File: config.mk
export PLATFORM = sky130hd
export DESIGN_NAME = vme_master_transfer
export DESIGN_NICKNAME = d
export VERILOG_FILES = /design/src/rtl/vme_pkg.sv /design/src/rtl/vme_sync.sv /design/src/rtl/vme_master_transfer.sv
export SDC_FILE = /design/constraint.sdc
export NUM_CORES = 1
export LEC_CHECK = 0
export CORE_AREA = 4 4 56 58
export CTS_CLUSTER_DIAMETER = 50
export DETAILED_ROUTE_END_ITERATION = 7
export DIE_AREA = 0 0 60 62
export HOLD_SLACK_MARGIN = 0.12
export PLACE_DENSITY = 0.87
export SYNTH_ARGS = -nofsm -noshare
export SYNTH_HDL_FRONTEND = slang
export SYNTH_SLANG_ARGS = --single-unit
File: constraint.sdc
create_clock -name clock -period 4.1 [get_ports clock]
set_input_delay 0.82 -clock clock [delete_from_list [all_inputs] [get_ports clock]]
set_output_delay 0.82 -clock clock [all_outputs]
set_load 0.005 [all_outputs]
File: src/rtl/vme_pkg.sv
// Shared encodings for the VME master transfer block: FSM states, address
// spaces, address-modifier codes, strobe polarity and transceiver directions.
package vme_pkg;

    localparam logic [2:0] ST_IDLE         = 3'b000;
    localparam logic [2:0] ST_ADDRESS      = 3'b001;
    localparam logic [2:0] ST_DATA         = 3'b010;
    localparam logic [2:0] ST_WAIT_FOR_CPU = 3'b011;

    localparam logic [1:0] AS_A16  = 2'b00;
    localparam logic [1:0] AS_A24  = 2'b01;
    localparam logic [1:0] AS_A32  = 2'b10;
    localparam logic [1:0] AS_RSVD = 2'b11;

    localparam logic ACTIVE   = 1'b0;
    localparam logic INACTIVE = 1'b1;
    localparam logic DIR_IN   = 1'b1;
    localparam logic DIR_OUT  = 1'b0;

    localparam logic [5:0] AM_IDLE       = 6'h3F;
    localparam logic [5:0] AM_A16_USER   = 6'h29;
    localparam logic [5:0] AM_A16_SUPER  = 6'h2D;
    localparam logic [2:0] AM_A24_PREFIX = 3'b111;
    localparam logic [2:0] AM_A32_PREFIX = 3'b001;

    localparam logic [1:0] DSACK_32   = 2'b00;
    localparam logic [1:0] DSACK_16   = 2'b01;
    localparam logic [1:0] DSACK_NONE = 2'b11;
    localparam logic [1:0] DS_NONE    = 2'b11;

    // Attributes of the current cycle, captured when leaving IDLE.
    typedef struct packed {
        logic       write;
        logic       d32;
        logic [1:0] ds;
        logic [5:0] am;
        logic       dir;
    } cycle_t;

    localparam cycle_t CYCLE_IDLE = '{write: 1'b0, d32: 1'b0, ds: DS_NONE,
                                      am: AM_IDLE, dir: DIR_OUT};

    function automatic logic fc_legal(input logic [2:0] fc);
        return (fc == 3'b001) || (fc == 3'b010) || (fc == 3'b101) || (fc == 3'b110);
    endfunction

    // A24/A32 codes carry the function code in their low three bits.
    function automatic logic [5:0] am_code(input logic [1:0] space, input logic [2:0] fc);
        logic [5:0] am;
        case (space)
            AS_A16:  am = fc[2] ? AM_A16_SUPER : AM_A16_USER;
            AS_A24:  am = {AM_A24_PREFIX, fc};
            AS_A32:  am = {AM_A32_PREFIX, fc};
            default: am = AM_IDLE;
        endcase
        return am;
    endfunction

endpackage

File: src/rtl/vme_sync.sv
// Multi-flop synchroniser for one asynchronous active-low input; resets to
// the inactive level so a reset never looks like a request.
module vme_sync #(
    parameter int SYNC_STAGES = 2
) (
    input  logic clock,
    input  logic reset,
    input  logic async_i,
    output logic sync_o
);

    logic [SYNC_STAGES-1:0] chain_q;

    always_ff @(posedge clock) begin
        if (!reset) begin
            chain_q <= '1;
        end else begin
            chain_q <= {chain_q[SYNC_STAGES-2:0], async_i};
        end
    end

    assign sync_o = chain_q[SYNC_STAGES-1];

endmodule

File: src/rtl/vme_master_transfer.sv
// VME bus master cycle controller bridging a 68k-style CPU cycle onto VME.
// Define VME_BUS_TIMEOUT_EN to add a bus watchdog of TIMEOUT_CYCLES clocks.
module vme_master_transfer
    import vme_pkg::*;
#(
    parameter int SYNC_STAGES    = 2,
    parameter int D32_SUPPORT    = 1,
    parameter int TIMEOUT_CYCLES = 256
) (
    input  logic       clock,
    input  logic       reset,
    input  logic       request_vme,
    input  logic [1:0] addr_space,
    input  logic       bus_acquired,
    input  logic       cpu_ds,
    input  logic       cpu_write,
    input  logic [1:0] cpu_siz,
    input  logic [1:0] cpu_address,
    input  logic [2:0] cpu_fc,
    output logic [1:0] cpu_dsack,
    output logic       cpu_berr,
    output logic       vme_as,
    output logic [1:0] vme_ds,
    output logic       vme_lword,
    output logic       vme_write,
    output logic [5:0] vme_address_mod,
    input  logic       vme_dtack,
    input  logic       vme_berr,
    output logic       addr_oe,
    output logic       data_low_oe,
    output logic       data_high_oe,
    output logic       data_low_dir,
    output logic       data_high_dir,
    output logic       busy
);

    logic req_s, grant_s, cpu_ds_s, dtack_s, vberr_s;

    vme_sync #(.SYNC_STAGES(SYNC_STAGES)) u_sync_req   (.clock(clock), .reset(reset), .async_i(request_vme),  .sync_o(req_s));
    vme_sync #(.SYNC_STAGES(SYNC_STAGES)) u_sync_grant (.clock(clock), .reset(reset), .async_i(bus_acquired), .sync_o(grant_s));
    vme_sync #(.SYNC_STAGES(SYNC_STAGES)) u_sync_ds    (.clock(clock), .reset(reset), .async_i(cpu_ds),       .sync_o(cpu_ds_s));
    vme_sync #(.SYNC_STAGES(SYNC_STAGES)) u_sync_dtack (.clock(clock), .reset(reset), .async_i(vme_dtack),    .sync_o(dtack_s));
    vme_sync #(.SYNC_STAGES(SYNC_STAGES)) u_sync_berr  (.clock(clock), .reset(reset), .async_i(vme_berr),     .sync_o(vberr_s));

    logic [2:0] state_q, state_d;
    cycle_t     cycle_q, cycle_d;
    logic [1:0] dsack_q, dsack_d;
    logic       berr_q, berr_d;
    logic       timeout;

    logic       d32_sel;
    logic [1:0] ds_sel;

    always_comb begin
        d32_sel = (D32_SUPPORT != 0) && (cpu_siz == 2'b00) && (cpu_address == 2'b00);
        if (d32_sel) begin
            ds_sel = 2'b00;
        end else if (cpu_siz == 2'b01) begin
            ds_sel = cpu_address[0] ? 2'b10 : 2'b01;
        end else begin
            ds_sel = 2'b00;
        end
    end

`ifdef VME_BUS_TIMEOUT_EN
    localparam int TIMER_W = $clog2(TIMEOUT_CYCLES + 1);
    logic [TIMER_W-1:0] timer_q, timer_d;

    // Watchdog only runs while the VME bus is held; fires on the
    // TIMEOUT_CYCLES-th such cycle.
    always_comb begin
        timer_d = '0;
        timeout = 1'b0;
        if (state_q == ST_ADDRESS || state_q == ST_DATA) begin
            timer_d = timer_q + 1'b1;
            timeout = (timer_d == TIMER_W'(TIMEOUT_CYCLES));
        end
    end

    always_ff @(posedge clock) begin
        if (!reset) begin
            timer_q <= '0;
        end else begin
            timer_q <= timer_d;
        end
    end
`else
    assign timeout = 1'b0;
`endif

    always_comb begin
        state_d = state_q;
        cycle_d = cycle_q;
        dsack_d = dsack_q;
        berr_d  = berr_q;
        case (state_q)
            ST_IDLE: begin
                if (req_s == ACTIVE) begin
                    if (!fc_legal(cpu_fc) || addr_space == AS_RSVD) begin
                        state_d = ST_WAIT_FOR_CPU;
                        berr_d  = ACTIVE;
                    end else if (grant_s == ACTIVE && dtack_s == INACTIVE && vberr_s == INACTIVE) begin
                        state_d       = ST_ADDRESS;
                        cycle_d.write = (cpu_write == ACTIVE);
                        cycle_d.d32   = d32_sel;
                        cycle_d.ds    = ds_sel;
                        cycle_d.am    = am_code(addr_space, cpu_fc);
                        cycle_d.dir   = (cpu_write == ACTIVE) ? DIR_OUT : DIR_IN;
                    end
                end
            end
            ST_ADDRESS: begin
                if (cpu_ds_s == ACTIVE) begin
                    state_d = ST_DATA;
                end else if (timeout) begin
                    state_d = ST_WAIT_FOR_CPU;
                    berr_d  = ACTIVE;
                end
            end
            ST_DATA: begin
                // A bus error outranks a simultaneous DTACK.
                if (vberr_s == ACTIVE) begin
                    state_d = ST_WAIT_FOR_CPU;
                    berr_d  = ACTIVE;
                end else if (dtack_s == ACTIVE) begin
                    state_d = ST_WAIT_FOR_CPU;
                    dsack_d = cycle_q.d32 ? DSACK_32 : DSACK_16;
                end else if (req_s == INACTIVE || timeout) begin
                    state_d = ST_WAIT_FOR_CPU;
                    berr_d  = ACTIVE;
                end
            end
            ST_WAIT_FOR_CPU: begin
                if (cpu_ds_s == INACTIVE && req_s == INACTIVE) begin
                    state_d = ST_IDLE;
                    cycle_d = CYCLE_IDLE;
                    dsack_d = DSACK_NONE;
                    berr_d  = INACTIVE;
                end
            end
            default: begin
                state_d = ST_IDLE;
                cycle_d = CYCLE_IDLE;
                dsack_d = DSACK_NONE;
                berr_d  = INACTIVE;
            end
        endcase
    end

    always_ff @(posedge clock) begin
        if (!reset) begin
            state_q <= ST_IDLE;
            cycle_q <= CYCLE_IDLE;
            dsack_q <= DSACK_NONE;
            berr_q  <= INACTIVE;
        end else begin
            state_q <= state_d;
            cycle_q <= cycle_d;
            dsack_q <= dsack_d;
            berr_q  <= berr_d;
        end
    end

    logic bus_phase, data_phase;

    // All strobes and enables decode from registered state only.
    always_comb begin
        bus_phase       = (state_q == ST_ADDRESS) || (state_q == ST_DATA);
        data_phase      = (state_q == ST_DATA);
        vme_as          = bus_phase ? ACTIVE : INACTIVE;
        vme_ds          = data_phase ? cycle_q.ds : DS_NONE;
        vme_lword       = (bus_phase && cycle_q.d32) ? ACTIVE : INACTIVE;
        vme_write       = (bus_phase && cycle_q.write) ? ACTIVE : INACTIVE;
        vme_address_mod = cycle_q.am;
        addr_oe         = bus_phase ? ACTIVE : INACTIVE;
        data_high_oe    = data_phase ? ACTIVE : INACTIVE;
        data_low_oe     = (data_phase && cycle_q.d32) ? ACTIVE : INACTIVE;
        data_low_dir    = cycle_q.dir;
        data_high_dir   = cycle_q.dir;
        cpu_dsack       = dsack_q;
        cpu_berr        = berr_q;
        busy            = (state_q != ST_IDLE);
    end

endmodule

# Word level (Yosys, flattened, before mapping)
# Cells that the tools add are included.
# totals
ff_bits	27
inputBits	17
output_inout_bits	20
# op_classes
eq_ne	23
n_mux	38
n_bitwise	5
n_reduce_logical	24
# ops
operator	count
11-bit two-way mux	4
11-bit case mux with 3 select lines	1
3-bit two-way mux	9
6-bit case mux with 3 select lines	1
2-bit two-way mux	7
2-bit inequality test, second input constant	7
1-bit two-way mux	13
3-bit case mux with 4 select lines	1
5-bit AND reduction	2
3-bit by 2-bit == test with 1-bit output, second input constant	3
3-bit inequality test, second input constant	3
1-bit logical AND	7
3-bit by 1-bit == test with 1-bit output, second input constant	2
3-bit == test, second input constant	2
2-bit zero test	3
2-bit case mux with 3 select lines	1
6-bit AND reduction	1
1-bit logical OR	5
1-bit inverter	5
2-bit by 1-bit == test with 1-bit output, second input constant	2
2-bit == test, second input constant	2
4-bit inequality test, second input constant	1
1-bit case mux with 4 select lines	1
4-bit AND reduction	1
5 further kinds	6

# Longest topological paths before layout
# Gate-level depths: netlist of the first run.
# depth
ltp_word	9
ltp_mapped	7
mapped_depth_nobuf	6

# By module
# From an unflattened synthesis of the first run, not the netlist that was laid out.
# hier_totals
hier_cells	134
area_unflattened_um2	1236.2
# by_module_without_submodules
module	instances	cells_per_inst	area_each_um2	seq_area_each_um2
vme_master_transfer	1	114	973.4	300.3
vme_sync	5	4	52.6	40.0

# Worst setup path after synthesis of the first run
# OpenSTA, ideal clock, no wires.
# synth_timing
path_kind	register to output
startpoint	register state_q[0]
endpoint	output port vme_as
arrival_ns	0.943
t_required_ns	3.280
path_slack_ns	2.337
path_stages_with_launch	5
path_buffers	1
cell_sequence	dfxtp_1 -> inv_1 -> ha_1 -> inv_1 -> buf_4
# synth_via
elab_chain_cells	3
elab_cells_between_ends	4
classes_between	2 x eq/ne; 1 x mux; 1 x reduce/logical
# synth_rtl
item	line_no	source
from (decl)	vme_master_transfer.sv:45	logic [2:0] state_q, state_d;
from (signal assigned)	vme_master_transfer.sv:157	state_q <= state_d;
3-bit by 1-bit == test with 1-bit output / 3-bit by 2-bit == test with 1-bit output (equally long branches)	vme_master_transfer.sv:168	bus_phase = (state_q == ST_ADDRESS) || (state_q == ST_DATA);
1-bit logical OR (*)	vme_master_transfer.sv:168	
1-bit two-way mux (*)	--	
to (decl)	vme_master_transfer.sv:22	output logic vme_as,
# Mark *: on every way between the ends. The rest lies on a longest branch, timed or not.

# Final worst setup path of the first run
# layout_timing
startpoint	register state_q[0]
endpoint	output port busy
# layout_via
elab_chain_cells	1
# layout_rtl
item	line_no	source
3-bit nonzero test	vme_master_transfer.sv:182	busy = (state_q != ST_IDLE);
to (decl)	vme_master_transfer.sv:34	output logic busy
# No other way between the ends.

==> flow_summary.json, run 1 <==
{
  "io_pins": 37,
  "fin_crit_sh_pct": 67.5,
  "hold_path_end": "u_sync_berr.chain_q[1]",
  "crit_chain": "inv_1, ha_1, inv_2, clkdlybuf4s50_1",
  "postCtsResizedCells": 0,
  "max_freq_ghz": 0.361,
  "maxSlewViolCount": 0,
  "final_cell_mix": "35 x clkdlybuf4s50_1, 25 x dfxtp_1, 13 x nand2b_1",
  "worstMarginPinSlew_ns": 1.09,
  "grt_pass1_wl_um": 4110,
  "clockBufferDepth": 2,
  "num_rows": 19,
  "hold_start": "u_sync_berr.chain_q[0]",
  "viasPerCell": 5.36,
  "synth_edf_count": 0,
  "synth-main-ff-cell": "dfxtp_1",
  "post-route-min-period_ns": 2.77,
  "drt-wirelength-per-cell_um": 13.8,
  "placement.io_buffers": 35,
  "drc": 0,
  "async_flop_share_pct": 0,
  "track_usage_pct": 14.8,
  "worst_setup_path_start_kind": "register",
  "die-area_mm2": 0.00372,
  "setup_violations": 0,
  "r2r_cells": 6,
  "critPathMaxStageDelay_ns": 0.53,
  "grt_pass1_vias": 969,
  "ant_nets": 0,
  "seq_area_frac_synth_pct": 40.3,
  "synth.cell_area_mm2": 0.00124,
  "skew_ns": 0.00588,
  "timing.rr.start": "state_q[0]",
  "grt_max_degree": 33,
  "die_x_um": 60,
  "yosys_warnings": 0,
  "place.gp.congestion": 0.828,
  "status": "completed",
  "htreeDepth": 1,
  "ir_drop_mv": 0.291,
  "crit_type": "register to output port",
  "cts-root-buf": "clkbuf_4",
  "final_core_util_pct": 59.1,
  "netlist_top_cells_area": "dfxtp_1 40%, nand2b_1 6.6%, buf_4 5.4%",
  "dieHeight_um": 62,
  "syn_inst": 138,
  "cp.arrival_ns": 1.95,
  "maxCapViolCount": 0,
  "synth_seq_cells": 25,
  "dr_total_vias": 1046,
  "rsz0062_at_grt": "no",
  "p_leak_uw": 0.000602,
  "worst-path-buf-inv": 3,
  "cts_hold_buf": 0,
  "relSlewSlack_pct": 27.0,
  "min_path_type": "register to register",
  "core_region_area_mm2": 0.00266,
  "cp_slowest_cell": "ha_1",
  "synth_top_cell_area_share_pct": 40.3,
  "ys_types": 47,
  "area_growth_pct": 26.7,
  "antenna_cells": 0,
  "routed_wl_um": 2690,
  "antenna_found_initial": 0,
  "syn_nets": 159,
  "cts_tree": "done",
  "cp_max_fo": 16,
  "final_layout_size_suffix_gt1_share_pct": 6.71,
  "end_kind": "output port",
  "fin_nets": 186,
  "clock_latency_ns": 0.31,
  "gr-total-overflow": 0,
  "initial_utilization_pct": 46.6,
  "hold_viol": 0,
  "reg2reg_to": "cycle_q[8]",
  "mostFrequentLayoutCell": "clkdlybuf4s50_1",
  "clock-sinks": 25,
  "synth.avg_cell_area_um2": 8.99,
  "cpLargestDelayFamily": "buffers and inverters",
  "regToRegSetupSlack_ns": 2.00,
  "numCtsBuffers": 3,
  "clkSlewWorstSetupHoldPaths_ns": 0.13,
  "cts_setup_buffers": 0,
  "post-dp-hpwl_um": 2030,
  "drt_iter0_drc": 32,
  "drtPass1Iterations": 4,
  "synth_top_area_cell": "dfxtp_1",
  "fin_tns_setup_ns": 0,
  "whs_path_depth": 1,
  "worstPathRequired_ns": 3.28,
  "power_density_mw_per_mm2": 439
}
[routing by layer]
metal  GRT usage [%]  up-vias  part of all wire (%)  wire (um)
met1            17.3      486                    44       1170
met4            8.54        0                   1.7         46
met3            2.27        4                   4.7        127
met2            25.6       22                    50       1340
met5               0        -                     0          0
li1                -      534                     -          -
[layout make-up]
type,instances,area (um2)
clock buffers,4,26.3
fillers,241,1090
inverters,8,30.0
multi-input cells,92,627
flip-flops and latches,25,500
well taps,31,38.8
repair buffers,35,350
[how the worst max path moves through the flow]
stage / start / end / slack [ns] / cells past startpoint
floorplan: state_q[0] / vme_as / 2.34 / 4
global placement: reset / vme_address_mod[2] / 1.61 / 4
detailed placement: reset / vme_address_mod[2] / 1.50 / 4
CTS: state_q[0] / busy / 1.31 / 4
global route: state_q[1] / busy / 1.18 / 4
finish: state_q[0] / busy / 1.33 / 4
[where the power goes]
group / leakage (uW) / switching (uW) / internal (uW)
logic: 0.000381 / 150 / 141
clock network: 0.0000150 / 70.4 / 38.0
registers: 0.000205 / 18.2 / 273
total: 0.000602 / 238 / 452
[cell usage after synthesis, types with 2 or more instances]
cell type  instances
nand2b_1          13
clkbuf_1           3
a21oi_1            4
mux2i_1            3
ha_1               4
dfxtp_1           25
a31oi_1            4
o21ai_1            6
nor4_1             3
nand3b_1           3
o211ai_1           4
nand3_1            3
buf_4              9
nor3_1             4
nand2_1           11
inv_1              7
nor2_1             2
[flip-flops by register name (all words and copies together) (netlist names)]
register,count
vme_address_mod,5
cycle_q,4
cpu_dsack,2
state_q,2
u_sync_berr.chain_q,2
u_sync_ds.chain_q,2
u_sync_dtack.chain_q,2
u_sync_grant.chain_q,2
u_sync_req.chain_q,2
cpu_berr,1
data_high_dir,1
[worst reg2reg max path, delay by kind of cell (launching register included)]
kind | cells | cell delay [ns]
and+or+nand+nor | 2 | 0.57
buffers and inverters | 1 | 0.09
adders and majority gates | 1 | 0.40
AOI/OAI and AO/OA | 2 | 0.48
DFF | 1 | 0.40
[cell families (layout without fill, tap and decap cells)]
| family | after synthesis | in the layout | synth area share [%] |
|---|---|---|---|
| compound gates | 32 | 32 | 18.5 |
| xor+xnor | 2 | 2 | 1.41 |
| fa+ha+maj | 5 | 5 | 4.84 |
| buf+inv | 21 | 47 | 9.17 |
| flops | 25 | 25 | 40.3 |
| mux | 3 | 3 | 2.42 |
| other cells | 1 | 1 | 0.302 |
| simple gates | 49 | 49 | 23.0 |
[through the flow]
step	setup slack, ns	instances	hold WS, ns	total power, uW	cell area, um2
5_1_grt	1.18	195	0.447	737	1570
6_report	1.33	195	0.421	691	1570
4_1_cts	1.31	195	0.425	698	1570
3_3_place_gp	1.61	191	0.390	575	1550
3_5_place_dp	1.50	191	0.395	588	1550
2_1_floorplan	2.34	138	0.386	489	1240
Note: power is estimated with default switching activity, not from simulation.
==> run 2: changes to the inputs <==
Settings changed: CORE_AREA 4 4 56 58 to 4 4 61 63, DIE_AREA 0 0 60 62 to 0 0 65 67, PLACE_DENSITY 0.87 to 0.79.
Clock period 4.1 ns to 2.4 ns, I/O delays scaled along.
==> run 2 against run 1 <==
  * Critical path depth unchanged
  * Combinational power increased by 77%
  * Clock skew decreased by 0.0033 ns
  * Register-to-register slack got worse by 1.5 ns
  * Cell count increased by 8.7%
  * Highest routed layer unchanged
==> flow_summary.json, run 2 (same netlist as run 1, synthesis figures left out) <==
{
  "final_cell_mix": "35 x clkdlybuf4s50_1, 25 x dfxtp_1, 13 x nand2b_1",
  "ir_drop_mv": 0.371,
  "cp.arrival_ns": 1.79,
  "core_region_area_mm2": 0.00323,
  "cts_hold_buf": 0,
  "min_path_type": "register to register",
  "place.gp.congestion": 0.817,
  "num_rows": 21,
  "cp_slowest_cell": "clkdlybuf4s50_1",
  "fin_ws_ns": 0.129,
  "clock-sinks": 25,
  "die-area_mm2": 0.00436,
  "clockBufferDepth": 2,
  "power_density_mw_per_mm2": 746,
  "worstPathRequired_ns": 1.92,
  "maxCapViolCount": 0,
  "rsz0062_at_grt": "no",
  "routed_wl_um": 2710,
  "dp.cells": 208,
  "crit_top_cell": "inv_1",
  "max_freq_ghz": 0.440,
  "htreeDepth": 1,
  "antenna_cells": 0,
  "grt_use_met3_pct": 2.87,
  "clkSlewWorstSetupHoldPaths_ns": 0.14,
  "fin_crit_sh_pct": 94.6,
  "grt_util_met2_pct": 21.8,
  "numCtsBuffers": 3,
  "drt-wirelength-per-cell_um": 12.8,
  "critPathMaxStageDelay_ns": 0.50,
  "antenna_found_initial": 0,
  "ant_nets": 0,
  "post-route-min-period_ns": 2.27,
  "grt_use_met1_pct": 13.7,
  "cts_setup_buffers": 0,
  "crit_type": "register to output port",
  "end_kind": "output port",
  "hold_viol": 0,
  "drt_iter0_drc": 34,
  "postCtsResizedCells": 0,
  "dieHeight_um": 67,
  "dr_total_vias": 1061,
  "initial_utilization_pct": 38.4,
  "cts-root-buf": "clkbuf_4",
  "mostFrequentLayoutCell": "clkdlybuf4s50_1",
  "globalRoute.busiestLayer": "met2",
  "drtPass1Iterations": 4,
  "die_x_um": 65,
  "worst_setup_path_start_kind": "register",
  "final_layout_size_suffix_gt1_share_pct": 8.43,
  "whs_path_depth": 1,
  "maxSlewViolCount": 0,
  "fin_nets": 188,
  "skew_ns": 0.00262,
  "placement.io_buffers": 35,
  "io_pins": 37,
  "layout.cells.non_filler": 212,
  "area_growth_pct": 30.8,
  "setup_violations": 0,
  "grt_max_degree": 22,
  "total_power_uw": 1210,
  "p_leak_uw": 0.000619,
  "grt_pass1_wl_um": 4300,
  "cts_tree": "done",
  "fin_tns_setup_ns": 0,
  "r2r_cells": 6,
  "largest_reg_flops": 5,
  "track_usage_pct": 12.6,
  "drc": 0,
  "gr-total-overflow": 0,
  "viasPerCell": 5.00,
  "grt_pass1_vias": 1069,
  "post-dp-hpwl_um": 2130,
  "crit_chain": "inv_1, ha_1, inv_1, clkdlybuf4s50_1",
  "dpl_worst_slack_ns": 0.359,
  "clock_latency_ns": 0.32,
  "status": "completed",
  "cp_max_fo": 5
}
-- run 2: cell count changes in the layout (fill, tap and decap cells not counted) --
cell	before	now
clkbuf_1	1	0
buf_12	0	1
buf_4	0	1
inv_6	0	1
-- run 2: area by class of cell --
class	count	area, um2
Inverter	8	30.0
Fill cell	311	1610
Sequential cell	25	500
Multi-Input combinational cell	92	627
Clock inverter	1	8.76
Clock buffer	3	22.5
Tap cell	46	57.6
Timing Repair Buffer	37	378
-- run 2: worst paths after layout --
check / start / endpoint / slack (ns)
worst max-delay path: state_q[0] / vme_as / 0.13
worst min-delay path: u_sync_ds.chain_q[0] / u_sync_ds.chain_q[1] / 0.42
worst max register to register: state_q[0] / cycle_q[8] / 0.46
worst min register to register: u_sync_ds.chain_q[0] / u_sync_ds.chain_q[1] / 0.42
-- run 2: metal layers --
layer  vias up  wire (um)
li1        535          -
met1       482       1170
met2        40       1350
met3         4        152
met4         0         41
met5         -          0
-- run 2: stage by stage --
step	instance area (um2)	hold WS [ns]	utilization, %
finish	1620	0.425	50.3
global route	1620	0.441	50.3
CTS	1620	0.426	50.3
detailed placement	1590	0.393	49.3
global placement	1590	0.389	49.3
floorplan	1240	0.386	-
-- run 2: worst max-delay path, delay by kind of cell, from the launching register on --
family	cells	cell delay (ns)
adders and majority gates	1	0.38
DFF	1	0.41
buffers and inverters	3	0.68
-- run 2: power by group --
group / switching [uW] / total [uW] / internal, uW
Combinational: 262 / 515 / 252
Clock: 131 / 199 / 67.9
Sequential: 31.6 / 498 / 467
==> run 3: changes to the inputs <==
Settings changed: REMOVE_ABC_BUFFERS set to 1.
==> run 3 against run 2 <==
  * Utilization increased by 0.078 points
  * Register-to-register slack better by 0.04 ns
  * Sequential power barely moved
  * Fmax fell by 0.35%
  * Via count increased by 0.47%
  * Sequential share of layout area about the same
  * Critical path type unchanged
  * Largest cell class unchanged
==> flow_summary.json, run 3 (same netlist as run 1, synthesis figures left out) <==
{
  "status": "completed",
  "fin_tns_setup_ns": 0,
  "post-route-min-period_ns": 2.28,
  "hold_start": "u_sync_ds.chain_q[0]",
  "dieHeight_um": 67,
  "die_x_um": 65,
  "placement.io_buffers": 35,
  "cts_hold_buf": 0,
  "postCtsResizedCells": 0,
  "drt_iter0_drc": 70,
  "power_density_mw_per_mm2": 742,
  "fin_nets": 190,
  "worst_setup_path_start_kind": "register",
  "cts-root-buf": "clkbuf_4",
  "gr-total-overflow": 0,
  "clock_latency_ns": 0.32,
  "die-area_mm2": 0.00436,
  "worstPathRequired_ns": 1.92,
  "initial_utilization_pct": 38.4,
  "ir_drop_mv": 0.380,
  "hold_viol": 0,
  "reg2reg_to": "state_q[1]",
  "drtPass1Iterations": 6,
  "cts_tree": "done",
  "maxSlewViolCount": 0,
  "fin_ws_ns": 0.121,
  "drt-wirelength-per-cell_um": 12.5,
  "rsz0062_at_grt": "no",
  "r2r_cells": 6,
  "grt_pass1_wl_um": 4630,
  "whs_path_depth": 1,
  "cp.arrival_ns": 1.80,
  "antenna_found_initial": 0,
  "fin_crit_sh_pct": 95.0,
  "place_area_mm2": 0.00160,
  "p_leak_uw": 0.000624,
  "min_path_type": "register to register",
  "regToRegSetupSlack_ns": 0.50,
  "end_kind": "output port",
  "timing.rr.start": "state_q[0]",
  "fin_area_mm2": 0.00163,
  "area_growth_pct": 31.0,
  "fillers": 309,
  "place.gp.congestion": 0.843,
  "maxCapViolCount": 0,
  "setup_violations": 0,
  "final_layout_size_suffix_gt1_share_pct": 9.52,
  "dr_total_vias": 1066,
  "clockBufferDepth": 2,
  "drc": 0,
  "routed_wl_um": 2670,
  "cp_max_fo": 5,
  "clkSlewWorstSetupHoldPaths_ns": 0.13,
  "hold_path_end": "u_sync_ds.chain_q[1]",
  "largest_reg_flops": 5,
  "cts_setup_buffers": 0,
  "antenna_cells": 0,
  "final_cell_mix": "35 x clkdlybuf4s50_1, 25 x dfxtp_1, 13 x nand2b_1",
  "post-dp-hpwl_um": 2140,
  "grt_max_degree": 17,
  "viasPerCell": 4.98,
  "num_rows": 21,
  "dpl_worst_slack_ns": 0.428,
  "clock-sinks": 25,
  "numCtsBuffers": 3,
  "io_pins": 37,
  "ant_nets": 0,
  "holdWs_ns": 0.422,
  "mostFrequentLayoutCell": "clkdlybuf4s50_1",
  "crit_type": "register to output port",
  "core_region_area_mm2": 0.00323,
  "htreeDepth": 1,
  "grt_pass1_vias": 1096,
  "max_freq_ghz": 0.439,
  "skew_ns": 0.00376,
  "track_usage_pct": 13.5
}
run 3: cell types whose count changed in the layout (fill, tap and decap cells not counted):
cell,change
buf_4,+3
buf_12,-1
run 3: cell type report:
cell class	count	area [um2]	share of cell area, %
tap	46	57.6	3.54
timing repair buffer	39	380	23.4
inverter	8	30.0	1.85
multi-input combinational	92	627	38.5
clock inverter	1	8.76	0.538
clock buffer	3	22.5	1.38
sequential	25	500	30.8
run 3: layer usage:
layer  track usage [%]  up-vias  wire length [um]
met5                 0        -                 0
met4              5.01        0                33
met3              3.54        6               148
met2              23.4       33              1340
met1              16.0      488              1150
li1                  -      539                 -
run 3: worst max path at each step:
stage | start | end | slack [ns] | cells after the start
after floorplan | state_q[0] | state_q[0] | 0.60 | 6
after detailed placement | cpu_fc[0] | cycle_q[8] | 0.43 | 5
after global routing | state_q[0] | vme_ds[0] | 0.007 | 4
after CTS | state_q[0] | vme_lword | 0.11 | 4
after global placement | state_q[0] | vme_lword | 0.53 | 4
final | state_q[0] | vme_lword | 0.12 | 4
run 3: metrics by stage:
step | std cells | utilization (%) | total power (uW)
CTS | 214 | 50.3 | 1210
finish | 214 | 50.3 | 1210
detailed placement | 210 | 49.4 | 1020
global route | 214 | 50.3 | 1300
floorplan | 125 | - | 788
global placement | 210 | 49.4 | 997
run 3: power breakdown:
group	internal (uW)	switching [uW]	total, uW
logic	252	260	512
registers	467	32.5	499
clock network	67.9	127	195
total	786	420	1210
run 3: worst max-delay path: stages, from the launching register on:
cell             delay, ns
dfxtp_1               0.41
inv_1                 0.08
ha_1                  0.37
nand2_1               0.11
clkdlybuf4s50_1       0.50
